### src/rtl/alu_pkg.sv
// Shared definitions for the sequential ALU.
//   alu_op_e    : 4-bit opcode encoding; all 16 codes are defined
//   alu_state_e : control FSM states
//   FLAG_*      : bit positions inside the 4-bit flags bus {dz, ovf, carry, zero}
package alu_pkg;

  typedef enum logic [3:0] {
    OP_ADD  = 4'h0,
    OP_SUB  = 4'h1,
    OP_MUL  = 4'h2,
    OP_DIV  = 4'h3,
    OP_SHL1 = 4'h4,
    OP_SHR1 = 4'h5,
    OP_ROL1 = 4'h6,
    OP_ROR1 = 4'h7,
    OP_AND  = 4'h8,
    OP_OR   = 4'h9,
    OP_XOR  = 4'hA,
    OP_NOR  = 4'hB,
    OP_NAND = 4'hC,
    OP_XNOR = 4'hD,
    OP_GT   = 4'hE,
    OP_EQ   = 4'hF
  } alu_op_e;

  typedef enum logic [1:0] {
    ST_IDLE = 2'd0,
    ST_CALC = 2'd1,
    ST_DONE = 2'd2
  } alu_state_e;

  localparam int FLAG_ZERO  = 0;
  localparam int FLAG_CARRY = 1;
  localparam int FLAG_OVF   = 2;
  localparam int FLAG_DZ    = 3;
  localparam int NUM_FLAGS  = 4;

endpackage

### src/rtl/seq_muldiv.sv
// Iterative multiply / divide engine, one bit per clock, WIDTH iterations.
//   clk, rst_n : clock, async active-low reset (clears the iteration counter)
//   start      : load operands and begin; sampled every cycle
//   op         : OP_MUL -> unsigned shift-add product
//                OP_DIV -> unsigned restoring division, result {remainder, quotient}
//   opa, opb   : operands (opb must be nonzero for OP_DIV)
//   done       : high during the cycle in which the final iteration is clocked
//   result     : value the datapath takes at the next edge; valid when done=1
module seq_muldiv
  import alu_pkg::*;
#(
  parameter int WIDTH = 8
) (
  input  logic               clk,
  input  logic               rst_n,
  input  logic               start,
  input  alu_op_e            op,
  input  logic [WIDTH-1:0]   opa,
  input  logic [WIDTH-1:0]   opb,
  output logic               done,
  output logic [2*WIDTH-1:0] result
);

  localparam int CW = $clog2(WIDTH + 1);

  // hi: partial product / remainder, lo: multiplier / dividend-quotient,
  // m: multiplicand / divisor
  logic [WIDTH-1:0] hi_q, hi_d;
  logic [WIDTH-1:0] lo_q, lo_d;
  logic [WIDTH-1:0] m_q, m_d;
  logic             div_q, div_d;
  logic [CW-1:0]    cnt_q, cnt_d;

  logic [WIDTH:0]   sum;
  logic [WIDTH:0]   r_sh;
  logic [WIDTH:0]   diff;

  always_comb begin
    hi_d  = hi_q;
    lo_d  = lo_q;
    m_d   = m_q;
    div_d = div_q;
    cnt_d = cnt_q;
    sum   = {1'b0, hi_q} + (lo_q[0] ? {1'b0, m_q} : '0);
    r_sh  = {hi_q, lo_q[WIDTH-1]};
    diff  = r_sh - {1'b0, m_q};

    if (start) begin
      div_d = (op == OP_DIV);
      cnt_d = CW'(WIDTH);
      hi_d  = '0;
      if (op == OP_DIV) begin
        m_d  = opb;
        lo_d = opa;
      end else begin
        m_d  = opa;
        lo_d = opb;
      end
    end else if (cnt_q != '0) begin
      cnt_d = cnt_q - CW'(1);
      if (div_q) begin
        // trial subtract; keep the shifted remainder when the divisor does not fit
        if (r_sh >= {1'b0, m_q}) begin
          hi_d = diff[WIDTH-1:0];
          lo_d = {lo_q[WIDTH-2:0], 1'b1};
        end else begin
          hi_d = r_sh[WIDTH-1:0];
          lo_d = {lo_q[WIDTH-2:0], 1'b0};
        end
      end else begin
        // add-then-shift-right; the carry of the add becomes the new top bit
        hi_d = sum[WIDTH:1];
        lo_d = {sum[0], lo_q[WIDTH-1:1]};
      end
    end
  end

  assign done   = (cnt_q == CW'(1));
  assign result = {hi_d, lo_d};

  always_ff @(posedge clk or negedge rst_n) begin
    if (!rst_n) begin
      hi_q  <= '0;
      lo_q  <= '0;
      m_q   <= '0;
      div_q <= 1'b0;
      cnt_q <= '0;
    end else begin
      hi_q  <= hi_d;
      lo_q  <= lo_d;
      m_q   <= m_d;
      div_q <= div_d;
      cnt_q <= cnt_d;
    end
  end

endmodule

### src/rtl/seq_alu.sv
// Sequential ALU with valid/ready handshake on both sides.
//   clk, rst_n          : clock, async active-low reset
//   in_valid / in_ready : request handshake; a, b, alu_sel captured on accept
//   a, b                : WIDTH-bit operands
//   alu_sel             : opcode (alu_op_e)
//   out_valid/out_ready : result handshake; result held while out_ready=0
//   alu_out             : 2*WIDTH-bit result
//   flags               : {dz, ovf, carry, zero}
//
// state | meaning
// IDLE  | waiting for a request, in_ready=1
// CALC  | MUL/DIV iterating in seq_muldiv for WIDTH cycles
// DONE  | result presented, waiting for out_ready
module seq_alu
  import alu_pkg::*;
#(
  parameter int WIDTH = 8
) (
  input  logic               clk,
  input  logic               rst_n,
  input  logic               in_valid,
  output logic               in_ready,
  input  logic [WIDTH-1:0]   a,
  input  logic [WIDTH-1:0]   b,
  input  logic [3:0]         alu_sel,
  output logic               out_valid,
  input  logic               out_ready,
  output logic [2*WIDTH-1:0] alu_out,
  output logic [3:0]         flags
);

  alu_state_e         state_q, state_d;
  alu_op_e            op_q, op_d;
  logic               in_ready_q, in_ready_d;
  logic               out_valid_q, out_valid_d;
  logic [2*WIDTH-1:0] alu_out_q, alu_out_d;
  logic [3:0]         flags_q, flags_d;

  alu_op_e            sel;
  logic [WIDTH:0]     sum_w;
  logic [WIDTH:0]     diff_w;
  logic [WIDTH-1:0]   sc_lo;
  logic [WIDTH-1:0]   sc_hi;
  logic               sc_carry;
  logic               sc_ovf;
  logic               sc_dz;
  logic [2*WIDTH-1:0] sc_out;
  logic [3:0]         sc_flags;
  logic               is_iter;

  logic               md_start;
  logic               md_done;
  logic [2*WIDTH-1:0] md_result;

  assign sel = alu_op_e'(alu_sel);

  // single-cycle datapath, evaluated on the live inputs at the accept edge
  always_comb begin
    sum_w    = {1'b0, a} + {1'b0, b};
    diff_w   = {1'b0, a} - {1'b0, b};
    sc_lo    = '0;
    sc_hi    = '0;
    sc_carry = 1'b0;
    sc_ovf   = 1'b0;
    sc_dz    = 1'b0;
    case (sel)
      OP_ADD: begin
        sc_lo    = sum_w[WIDTH-1:0];
        sc_carry = sum_w[WIDTH];
        sc_ovf   = (a[WIDTH-1] == b[WIDTH-1]) && (sum_w[WIDTH-1] != a[WIDTH-1]);
      end
      OP_SUB: begin
        sc_lo    = diff_w[WIDTH-1:0];
        sc_carry = diff_w[WIDTH];
        sc_ovf   = (a[WIDTH-1] != b[WIDTH-1]) && (diff_w[WIDTH-1] != a[WIDTH-1]);
      end
      OP_MUL: ;
      OP_DIV: begin
        // only reaches the output when b == 0
        sc_hi = a;
        sc_lo = '1;
        sc_dz = 1'b1;
      end
      OP_SHL1: begin
        sc_lo    = {a[WIDTH-2:0], 1'b0};
        sc_carry = a[WIDTH-1];
      end
      OP_SHR1: begin
        sc_lo    = {1'b0, a[WIDTH-1:1]};
        sc_carry = a[0];
      end
      OP_ROL1: begin
        sc_lo    = {a[WIDTH-2:0], a[WIDTH-1]};
        sc_carry = a[WIDTH-1];
      end
      OP_ROR1: begin
        sc_lo    = {a[0], a[WIDTH-1:1]};
        sc_carry = a[0];
      end
      OP_AND:  sc_lo = a & b;
      OP_OR:   sc_lo = a | b;
      OP_XOR:  sc_lo = a ^ b;
      OP_NOR:  sc_lo = ~(a | b);
      OP_NAND: sc_lo = ~(a & b);
      OP_XNOR: sc_lo = ~(a ^ b);
      OP_GT:   sc_lo = {{(WIDTH-1){1'b0}}, (a > b)};
      OP_EQ:   sc_lo = {{(WIDTH-1){1'b0}}, (a == b)};
    endcase
    sc_out               = {sc_hi, sc_lo};
    sc_flags             = '0;
    sc_flags[FLAG_ZERO]  = (sc_out == '0);
    sc_flags[FLAG_CARRY] = sc_carry;
    sc_flags[FLAG_OVF]   = sc_ovf;
    sc_flags[FLAG_DZ]    = sc_dz;
  end

  assign is_iter = (sel == OP_MUL) || ((sel == OP_DIV) && (b != '0));

  always_comb begin
    state_d     = state_q;
    op_d        = op_q;
    out_valid_d = out_valid_q;
    alu_out_d   = alu_out_q;
    flags_d     = flags_q;
    md_start    = 1'b0;
    case (state_q)
      ST_IDLE: begin
        if (in_valid && in_ready_q) begin
          op_d = sel;
          if (is_iter) begin
            md_start = 1'b1;
            state_d  = ST_CALC;
          end else begin
            state_d     = ST_DONE;
            out_valid_d = 1'b1;
            alu_out_d   = sc_out;
            flags_d     = sc_flags;
          end
        end
      end
      ST_CALC: begin
        if (md_done) begin
          state_d            = ST_DONE;
          out_valid_d        = 1'b1;
          alu_out_d          = md_result;
          flags_d            = '0;
          flags_d[FLAG_ZERO] = (md_result == '0);
          flags_d[FLAG_OVF]  = (op_q == OP_MUL) && (md_result[2*WIDTH-1:WIDTH] != '0);
        end
      end
      ST_DONE: begin
        if (out_ready) begin
          state_d     = ST_IDLE;
          out_valid_d = 1'b0;
        end
      end
      default: state_d = ST_IDLE;
    endcase
    in_ready_d = (state_d == ST_IDLE);
  end

  always_ff @(posedge clk or negedge rst_n) begin
    if (!rst_n) begin
      state_q     <= ST_IDLE;
      op_q        <= OP_ADD;
      in_ready_q  <= 1'b1;
      out_valid_q <= 1'b0;
      alu_out_q   <= '0;
      flags_q     <= '0;
    end else begin
      state_q     <= state_d;
      op_q        <= op_d;
      in_ready_q  <= in_ready_d;
      out_valid_q <= out_valid_d;
      alu_out_q   <= alu_out_d;
      flags_q     <= flags_d;
    end
  end

  seq_muldiv #(.WIDTH(WIDTH)) u_muldiv (
    .clk    (clk),
    .rst_n  (rst_n),
    .start  (md_start),
    .op     (sel),
    .opa    (a),
    .opb    (b),
    .done   (md_done),
    .result (md_result)
  );

  assign in_ready  = in_ready_q;
  assign out_valid = out_valid_q;
  assign alu_out   = alu_out_q;
  assign flags     = flags_q;

endmodule

### config.mk
export PLATFORM = sky130hd
export DESIGN_NAME = seq_alu
export DESIGN_NICKNAME = d
export VERILOG_FILES = /design/src/rtl/alu_pkg.sv /design/src/rtl/seq_muldiv.sv /design/src/rtl/seq_alu.sv
export SDC_FILE = /design/constraint.sdc
export NUM_CORES = 1
export LEC_CHECK = 0
export CAP_MARGIN = 20
export CORE_ASPECT_RATIO = 1.4
export CORE_MARGIN = 1
export CORE_UTILIZATION = 55
export CTS_CLUSTER_DIAMETER = 40
export DETAILED_ROUTE_END_ITERATION = 10
export PLACE_DENSITY = 0.76
export SLEW_MARGIN = 0
export SYNTH_ARGS = -nofsm -noshare
export SYNTH_HDL_FRONTEND = slang
export SYNTH_SLANG_ARGS = --single-unit
### constraint.sdc
create_clock -name clk -period 5.8 [get_ports clk]
set_clock_uncertainty 0.2 [all_clocks]
set_input_delay 1.16 -clock clk [delete_from_list [all_inputs] [get_ports clk]]
set_output_delay 1.16 -clock clk [all_outputs]
set_load 0.02 [all_outputs]
Yosys cells after proc, flatten, opt, wreduce, memory -nomap -nowiden
Cells that the tools add are included.
{"block": "word_totals", "ff_bits": 57, "latchBits": 0, "mem_bits_rw": 0, "mem_bits_ro": 0, "in_bits": 24, "out_inout_bits": 22, "word_cells": 113, "mem_count": 0}
{"block": "op_classes", "n_addsub": 5, "multipliers": 0, "div_mod_pow": 0, "n_lt_le_gt_ge": 2, "eq_ne": 28, "shift": 0, "n_mux": 39, "n_bitwise": 6, "reduce_logical": 22}
{"op": "case mux 8 bit (15 select lines)", "count": 1}
{"op": "2-to-1 mux 8 bit", "count": 11}
{"op": "2-to-1 mux 16 bit", "count": 3}
{"op": "== test 4 bit (second input constant)", "count": 8}
{"op": "logical NOT 16 bit", "count": 2}
{"op": "case mux 16 bit (2 select lines)", "count": 1}
{"op": "NOT 8 bit", "count": 3}
{"op": "2-to-1 mux 4 bit", "count": 5}
{"op": "adder 8 x 8 -> 9 bit", "count": 2}
{"op": "== test 4 x 3 -> 1 bit (second input constant)", "count": 4}
{"op": "nonzero test 8 bit", "count": 2}
{"op": "== test 4 x 2 -> 1 bit (second input constant)", "count": 3}
{"op": "greater-or-equal comparator 9 x 8 -> 1 bit", "count": 1}
{"op": "2-to-1 mux 1 bit", "count": 9}
{"op": "subtractor 8 x 8 -> 9 bit", "count": 1}
{"op": "AND 8 bit", "count": 1}
{"op": "== test 4 x 1 -> 1 bit (second input constant)", "count": 2}
{"op": "== test 8 bit", "count": 1}
{"op": "greater-than comparator 8 bit", "count": 1}
{"op": "2-to-1 mux 2 bit", "count": 4}
{"op": "!= test 2 bit (second input constant)", "count": 4}
{"op": "bitwise OR 8 bit", "count": 1}
{"op": "case mux 4 bit (2 select lines)", "count": 1}
{"op": "subtractor 8 bit", "count": 1}
{"op": "other kinds (21)", "count": 30}

Depth between registers and ports, before layout
Gate-level depths: netlist of the first run.
{"block": "logic_depth", "ltp_word": 11, "ltp_mapped": 12, "ltp_nobuf": 12}

By module
Synthesis of the first run repeated with hierarchy kept, for this count alone.
{"block": "unflattened", "cells_unflattened": 694, "area_unflattened_um2": 5779.3}
{"mod": "seq_alu", "n_inst": 1, "cells_each": 418, "area_per_inst_um2": 3399.5, "seq_area_each_um2": 701.9}
{"mod": "seq_muldiv", "n_inst": 1, "cells_each": 276, "area_per_inst_um2": 2379.8, "seq_area_each_um2": 725.7}

Worst setup path before layout of the first run
Ideal clock, no wire load.
{"block": "synth_timing", "kind": "input port to flip-flop", "startpoint": "in a[0]", "endpoint": "reg flags_q[0] (netlist: flags[0])", "setup_ns": 0.064, "arrival_time_ns": 3.908, "t_required_ns": 5.536, "slack_ns": 1.628, "cell_stages": 11, "path_buffers": 0, "path_cell_list": "inv_1 > ha_1 > inv_1 > fa_1 > nor2b_1 > o31ai_1 > o21ai_0 > or4_1 > or4_1 > o31a_1 > a21bo_1"}
{"block": "synth_via", "elab_chain_len": 7, "elab_cells_between_ends": 20, "classes_between": "2 x add/sub; 1 x order compare; 1 x eq/ne; 8 x mux; 6 x bitwise; 2 x reduce/logical"}
{"item": "start, declared", "line_no": "seq_alu.sv:23", "text": "input logic [WIDTH-1:0] a,"}
{"item": "branches (longest 6 deep; another with subtractor 8 x 8 -> 9 bit)"}
{"item": "case mux 4 bit (2 select lines) *", "line_no": "seq_alu.sv:126", "text": "case (state_q)"}
{"item": "end signal, assigned", "line_no": "seq_alu.sv:176", "text": "flags_q <= flags_d;"}
{"item": "end, declared", "line_no": "seq_alu.sv:37", "text": "logic [3:0] flags_q, flags_d;"}
Every way passes the cells marked *. The select of a mux whose other input is x is not followed.
A chain may end at the register's enable or synchronous reset.

Worst setup path after layout of the first run
Same ends and word-level chain as after synthesis.

==> results.md, run 1 <==
- Syn Inst Count: 707
- Achievable frequency: 202 MHz
- Crit end category: flop
- Area Overhead vs Synth: 16.1%
- Clock Latency Late Sink: 330 ps
- RSZ-0062 raised after global routing: no
- Main synth FF type: dfrtp_1
- Slew @ Worst Pin: 908 ps
- IO Port Bufs: 45
- Post-route clock period utilization: 0.855
- Internal Pwr Total: 0.00183 W
- Max_cap viols: 0
- Synth area leader: dfrtp_1
- Pleak: 2.79 nW
- Async set-reset flop share out of synthesis: 1.00
- Post-CTS setup buffer count: 0
- Final setup fails: 0
- RR Endpoint: flags[2]$_DFFE_PN0P_
- Share of power burned in registers: 0.233
- Largest net degree at the start of global routing: 58
- Peak VDD IR: 176 uV
- Worst-path clk slew: 50 ps
- Status: finished, final reports clean
- Reg2reg start: u_muldiv.lo_q[0]$_DFF_PN0_
- Remaining Overflow, GRT: 0
- Largest family of logic cells by synthesized area: compound AO/OA/AOI/OAI gates
- Final Util: 0.659
- Row cnt: 43
- CTS tree: built
- Pwr dens: 506 mW/mm^2
- CTS root buf: clkbuf_16
- Vias per cell: 6.63
- Xor-xnor portion of the synthesized cell area: 0.0264
- Initial Utilization: 0.567
- Die X: 87.6 um
- Router iterations before antenna repair: 7
- Synth Area in Simple Gates: 0.237
- Share of layout cells above drive strength 1: 0.0834
- # H-tree levels: 3
- Setup TNS: 0 ps
- Synthesized area: 0.00565 sq mm
- Syn nets: 778
- Initial drt markers: 515
- I/O pin cnt: 46
- Pwr Total: 0.00332 W
- R2r worst-path depth: 12
- Yosys Warn Count: 0
- Crit path max fanout: 7
- Synthesized flop and latch total: 57
- Diodes inserted: 0
- CP endpoint: flags[0]$_DFFE_PN0P_
- Portion of netlist area occupied by mux cells: 0.0547
- Worst EP arrival: 5020 ps
- Compound-gate portion of the synthesized area: 0.256
- Initial antenna violation count: 0
- Final setup margin: 841 ps
- Post_cts resized: 0
- Total CTS buffers: 9
- Synth top area cells: dfrtp_1 25%, ha_1 9.5%, nor2_1 4.9%, nand2_1 4.3%, mux2i_1 4.1%
- Slew Limit Fails: 0
- Clk network pwr share: 0.187
- Worst slew margin: 0.390
- Crit path launch type: input pin
- CORE AREA: 0.00995 sq mm
- Vias in the first global route: 5596
- Die area: 0.0107 sq mm
- HP Class: flop to flop
- Crit Path Category: input pin to flop
- Most common cell in the netlist: nor2_1
- Per-cell routed wire length: 21.0 um
- Gpl congestion: 1.00
- Syn avg cell area: 7.99 sq um
- Switching power: 0.00149 W
- Sequential share of the synthesized area: 0.253
- Final #Nets: 809
- Synth cell count leaders: 74 x nor2_1, 65 x nand2_1, 56 x dfrtp_1, 44 x inv_1, 43 x ha_1
- Period minus WS final: 4960 ps
- WL final: 18400 um
- R2r setup slk: 2070 ps
- Sink Count: 57
- Post-DP HPWL: 14100 um
- Die Span Y: 122 um
- CTS max path bufs: 2
- Synth top area share: 0.248
- Sw frac: 0.448
- DRC: 0
- Critical Path RT: 5870 ps
- Vias: 5819
- Post-route ant nets: 0
- Worst setup path start: a[0]
- Synth Area in Adders: 0.109
- First-pass GRT wire length: 28600 um
- Part of the power in combinational logic: 0.580
- Number of distinct library cells after synthesis: 85
- Fin. Hold Viols: 0
- DP Worst Slack: 590 ps
- Post-CTS Hold Fix Bufs: 0
- Post-synth EDFFs: 0
- GRT Util Overall: 0.356
## cell families (layout without fill, tap and decap cells)
logic type,after synthesis,in the layout
flip-flops,57,57
buffers and inverters,86,122
AND/OR/NAND/NOR,264,264
adder cells (fa/ha/maj),47,47
multiplexers,30,30
XOR/XNOR,17,17
AO/OA/AOI/OAI,206,206
## registers in the layout, indices dropped and copies added, names as in the netlist, 2 cells and up
name / cells
u_muldiv.cnt_q: 4
op_q: 4
u_muldiv.m_q: 8
state_q: 2
u_muldiv.hi_q: 8
flags: 4
alu_out: 16
u_muldiv.lo_q: 8
## how the worst min path moves through the flow
stage | startpoint | cells past startpoint | slack [ps] | endpoint
2_1_floorplan | op_q[1]$_DFFE_PN0P_ | 1 | 270 | op_q[1]$_DFFE_PN0P_
3_3_place_gp | alu_out[0]$_DFFE_PN0P_ | 2 | 260 | alu_out[0]$_DFFE_PN0P_
3_5_place_dp | alu_out[10]$_DFFE_PN0P_ | 2 | 270 | alu_out[10]$_DFFE_PN0P_
4_1_cts | alu_out[10]$_DFFE_PN0P_ | 2 | 280 | alu_out[10]$_DFFE_PN0P_
5_1_grt | alu_out[10]$_DFFE_PN0P_ | 2 | 300 | alu_out[10]$_DFFE_PN0P_
6_report | alu_out[10]$_DFFE_PN0P_ | 2 | 270 | alu_out[10]$_DFFE_PN0P_
## stage by stage
stage	hold WS (ps)	instance area, sq um	cells
4_1_cts	278	6560	878
3_5_place_dp	266	6210	862
3_3_place_gp	261	6210	862
2_1_floorplan	272	5650	707
5_1_grt	301	6560	878
6_report	274	6560	878
## per-layer routing
metal	share of wire	GRT usage	routed length [um]	vias to the layer above
met2	0.50	0.605	9140	262
met4	0.079	0.279	1450	0
met1	0.37	0.394	6850	2802
met3	0.053	0.0474	985	92
met5	0	0	0	-
li1	-	-	-	2663
## placed cells by master (no fill, tap or decap), drive strengths merged, types with 4 or more instances in the layout
| cell type | netlist | layout |
|---|---|---|
| or4 | 4 | 4 |
| o22ai | 8 | 8 |
| o21ai | 39 | 39 |
| inv | 44 | 46 |
| a221oi | 6 | 6 |
| o31a | 4 | 4 |
| nor2 | 74 | 74 |
| xnor2 | 14 | 14 |
| o211ai | 7 | 7 |
| a31o | 5 | 5 |
| clkbuf | 29 | 9 |
| or3 | 5 | 5 |
| a21o | 6 | 6 |
| a2111oi | 5 | 5 |
| buf | 13 | 18 |
| a21oi | 42 | 42 |
| dfrtp | 56 | 56 |
| nand3 | 18 | 18 |
| a31oi | 12 | 12 |
| nor2b | 13 | 13 |
| o31ai | 11 | 11 |
| mux2 | 7 | 7 |
| a211oi | 7 | 7 |
| and2 | 13 | 13 |
| nand2b | 10 | 10 |
| mux2i | 23 | 23 |
| a311oi | 4 | 4 |
| and3 | 6 | 6 |
| nand2 | 65 | 65 |
| a22oi | 5 | 5 |
| ha | 43 | 43 |
| nand4 | 7 | 7 |
| nor4b | 4 | 4 |
| nor3 | 19 | 19 |
| clkdlybuf4s50 | 0 | 44 |
| nor4 | 6 | 6 |
| fa | 4 | 4 |
| nand3b | 4 | 4 |
## critical path, cell delays in order
cell and delay, ps:
clkdlybuf4s50_1 600, inv_1 170, ha_1 200, inv_1 70, fa_1 400, nor2b_1 150
o31ai_1 580, o21ai_0 170, or4_1 540, or4_1 540, o31a_1 250, a21bo_1 180
## power groups by stage
| stage | Sequential (W) | Clock, W | Combinational, W |
|---|---|---|---|
| after floorplan | 0.000791 | 0 | 0.00130 |
| after global placement | 0.000767 | 0 | 0.00185 |
| after detailed placement | 0.000774 | 0 | 0.00188 |
| after CTS | 0.000769 | 0.000623 | 0.00190 |
| after global routing | 0.000798 | 0.000646 | 0.00209 |
| final | 0.000775 | 0.000619 | 0.00193 |
## cell type report
type	count	area, sq um
fill	881	3390
clock buffer	9	225
clock inverter	7	125
timing repair buffer	62	573
sequential	57	1430
inverter	44	165
tap	135	169
multi-input combinational	564	3870
Power figures use the tool's default switching activity.
==> run 2, diff against run 1 <==
--- a/config.mk
+++ b/config.mk
@@ -11,6 +11,7 @@
 export CORE_UTILIZATION = 55
 export CTS_CLUSTER_DIAMETER = 40
 export DETAILED_ROUTE_END_ITERATION = 10
+export HOLD_SLACK_MARGIN = 0.03
 export PLACE_DENSITY = 0.76
 export SLEW_MARGIN = 0
 export SYNTH_ARGS = -nofsm -noshare
==> results of run 2 <==
The final DEF is identical to that of run 1; final timing and power are the same.
==> run 3, diff against run 2 <==
--- a/config.mk
+++ b/config.mk
@@ -9,10 +9,12 @@
 export CORE_ASPECT_RATIO = 1.4
 export CORE_MARGIN = 1
 export CORE_UTILIZATION = 55
+export CTS_BUF_LIST = sky130_fd_sc_hd__clkbuf_2
 export CTS_CLUSTER_DIAMETER = 40
 export DETAILED_ROUTE_END_ITERATION = 10
 export HOLD_SLACK_MARGIN = 0.03
 export PLACE_DENSITY = 0.76
+export REMOVE_ABC_BUFFERS = 1
 export SLEW_MARGIN = 0
 export SYNTH_ARGS = -nofsm -noshare
 export SYNTH_HDL_FRONTEND = slang
==> run 3 against run 2 <==
Against the previous run:
- utilization down 2.1 points
- setup slack better by 230 ps
- clock-buffer cell count unchanged
- non-clock buffer count up 3
- die area unchanged
- cell count up 0.46%
- sequential share of layout area up 0.73 points
- final area down 3.2%
- global-route usage up 3.6 points
- wire length up 8.3%
- sequential cell count unchanged
- via count up 1.7%
- largest power group unchanged
==> results.md, run 3 (synthesis gave the netlist of run 1 again) <==
- First-pass GRT wire length: 31100 um
- CORE AREA: 0.00995 sq mm
- Final setup margin: 1070 ps
- Sink Count: 57
- Status: finished, final reports clean
- Router iterations before antenna repair: 7
- HP Class: flop to flop
- WL final: 20000 um
- CTS tree: built
- GRT Util Overall: 0.392
- Critical Path RT: 6060 ps
- Max_cap viols: 0
- Crit path max fanout: 7
- R2r worst-path depth: 8
- Share of layout cells above drive strength 1: 0.0871
- Min-Delay Startpoint: alu_out[0]$_DFFE_PN0P_
- Post-route clock period utilization: 0.816
- Per-cell routed wire length: 22.6 um
- Final #Nets: 812
- Gpl congestion: 1.06
- Remaining Overflow, GRT: 0
- Vias in the first global route: 5859
- Initial Utilization: 0.567
- Hold Path End: alu_out[0]$_DFFE_PN0P_
- Critical-path cell list: clkdlybuf4s50_1 -> inv_1 -> ha_1 -> inv_1 -> fa_1 -> nor2b_1 -> o31ai_1 -> o21ai_0 -> or4_1 -> or4_1 -> o31a_1 -> a21bo_1
- Post-route ant nets: 0
- Area Overhead vs Synth: 12.4%
- Post-DP HPWL: 15300 um
- CTS max path bufs: 2
- Inst Count DP: 864
- CP top delay family: simple AND/OR/NAND/NOR gates
- Max reg flops: 16
- Achievable frequency: 211 MHz
- RR Endpoint: flags[0]$_DFFE_PN0P_
- CP bufs+invs: 3
- R2r setup slk: 2320 ps
- DP Worst Slack: 616 ps
- # H-tree levels: 3
- Most frequent cells in the layout: 74 x nor2_1, 65 x nand2_1, 56 x dfrtp_1
- CTS root buf: clkbuf_2
- Crit end category: flop
- Final Non-Filler Cells: 882
- Most common cell after layout, fill and taps aside: nor2_1
- Initial antenna violation count: 1
- CP max stage delay: 610 ps
- Crit path launch type: input pin
- Reg2reg start: state_q[0]$_DFF_PN0_
- IO Port Bufs: 45
- Fin. Hold Viols: 0
- Pwr dens: 472 mW/mm^2
- Critical-path top delay cell: clkdlybuf4s50_1
- WHS: 298 ps
- Post_cts resized: 0
- Total CTS buffers: 9
- Initial drt markers: 728
- Final setup fails: 0
- Largest net degree at the start of global routing: 58
- Clock Latency Late Sink: 510 ps
- Worst-path clk slew: 180 ps
- I/O pin cnt: 46
- Setup TNS: 0 ps
- Period minus WS final: 4730 ps
- Worst EP arrival: 4990 ps
- Post-CTS setup buffer count: 0
- Final Util: 0.638
- Die Span Y: 122 um
- Fill cells: 892
- Vias: 5916
- Die area: 0.0107 sq mm
- Pleak: 2.70 nW
- Worst slew margin: 0.358
- Post-CTS Hold Fix Bufs: 0
- Peak VDD IR: 174 uV
- Crit Path Category: input pin to flop
- Vias per cell: 6.71
- Row cnt: 43
- RSZ-0062 raised after global routing: no
- Die X: 87.6 um
- Slew Limit Fails: 0
- Min-Delay Path Depth: 2
- Worst setup path start: a[0]
- DRC: 0
- Slew @ Worst Pin: 961 ps
[run 3: changes by cell type in the layout (fill, tap and decap cells not counted), sizes merged]
cell      change
clkinvlp      +3
buf           +2
inv           -2
clkinv        +1
clkbuf        +1
diode         +1
bufinv        -2
[run 3: through the flow]
stage	power, W	cell area [sq um]
floorplan	0.00205	5450
CTS	0.00295	6340
finish	0.00299	6350
global placement	0.00262	6220
detailed placement	0.00269	6220
global route	0.00321	6350
[run 3: final cells by class]
| type | instances | area [sq um] | share of cell area |
|---|---|---|---|
| clock buffers | 9 | 45.0 | 0.00710 |
| flip-flops and latches | 57 | 1430 | 0.225 |
| well taps | 135 | 169 | 0.0266 |
| inverters | 44 | 165 | 0.0260 |
| multi-input cells | 564 | 3870 | 0.610 |
| clock inverters | 7 | 71.3 | 0.0112 |
| diodes | 1 | 2.50 | 0.000394 |
| repair buffers | 65 | 593 | 0.0934 |
[run 3: worst max-delay path by stage]
| stage | end | cells after the start |
|---|---|---|
| finish | flags[0]$_DFFE_PN0P_ | 12 |
| global route | flags[0]$_DFFE_PN0P_ | 12 |
| CTS | flags[0]$_DFFE_PN0P_ | 12 |
| detailed placement | flags[0]$_DFFE_PN0P_ | 12 |
| global placement | flags[0]$_DFFE_PN0P_ | 12 |
| floorplan | flags[2]$_DFFE_PN0P_ | 8 |
[run 3: worst register-to-register path, stage by stage (launching register included)]
cell,delay (ps)
dfrtp_1,630
inv_1,490
nor2_1,140
a2111oi_0,470
a41oi_1,90
or4_1,450
or4_1,530
o31a_1,250
a21bo_1,180
[run 3: per-layer routing]
| layer | GRT usage | vias to the layer above | part of all wire |
|---|---|---|---|
| li1 | - | 2663 | - |
| met1 | 0.424 | 2855 | 0.37 |
| met2 | 0.676 | 295 | 0.50 |
| met3 | 0.0684 | 103 | 0.056 |
| met4 | 0.289 | 0 | 0.074 |
| met5 | 0 | - | 0 |
[run 3: where the power goes]
part | switching, W | total (W) | leakage [nW] | internal, W
clock network | 0.000160 | 0.000258 | 0.0639 | 0.0000981
registers | 0.000193 | 0.000782 | 0.698 | 0.000589
logic | 0.00113 | 0.00195 | 1.93 | 0.000820
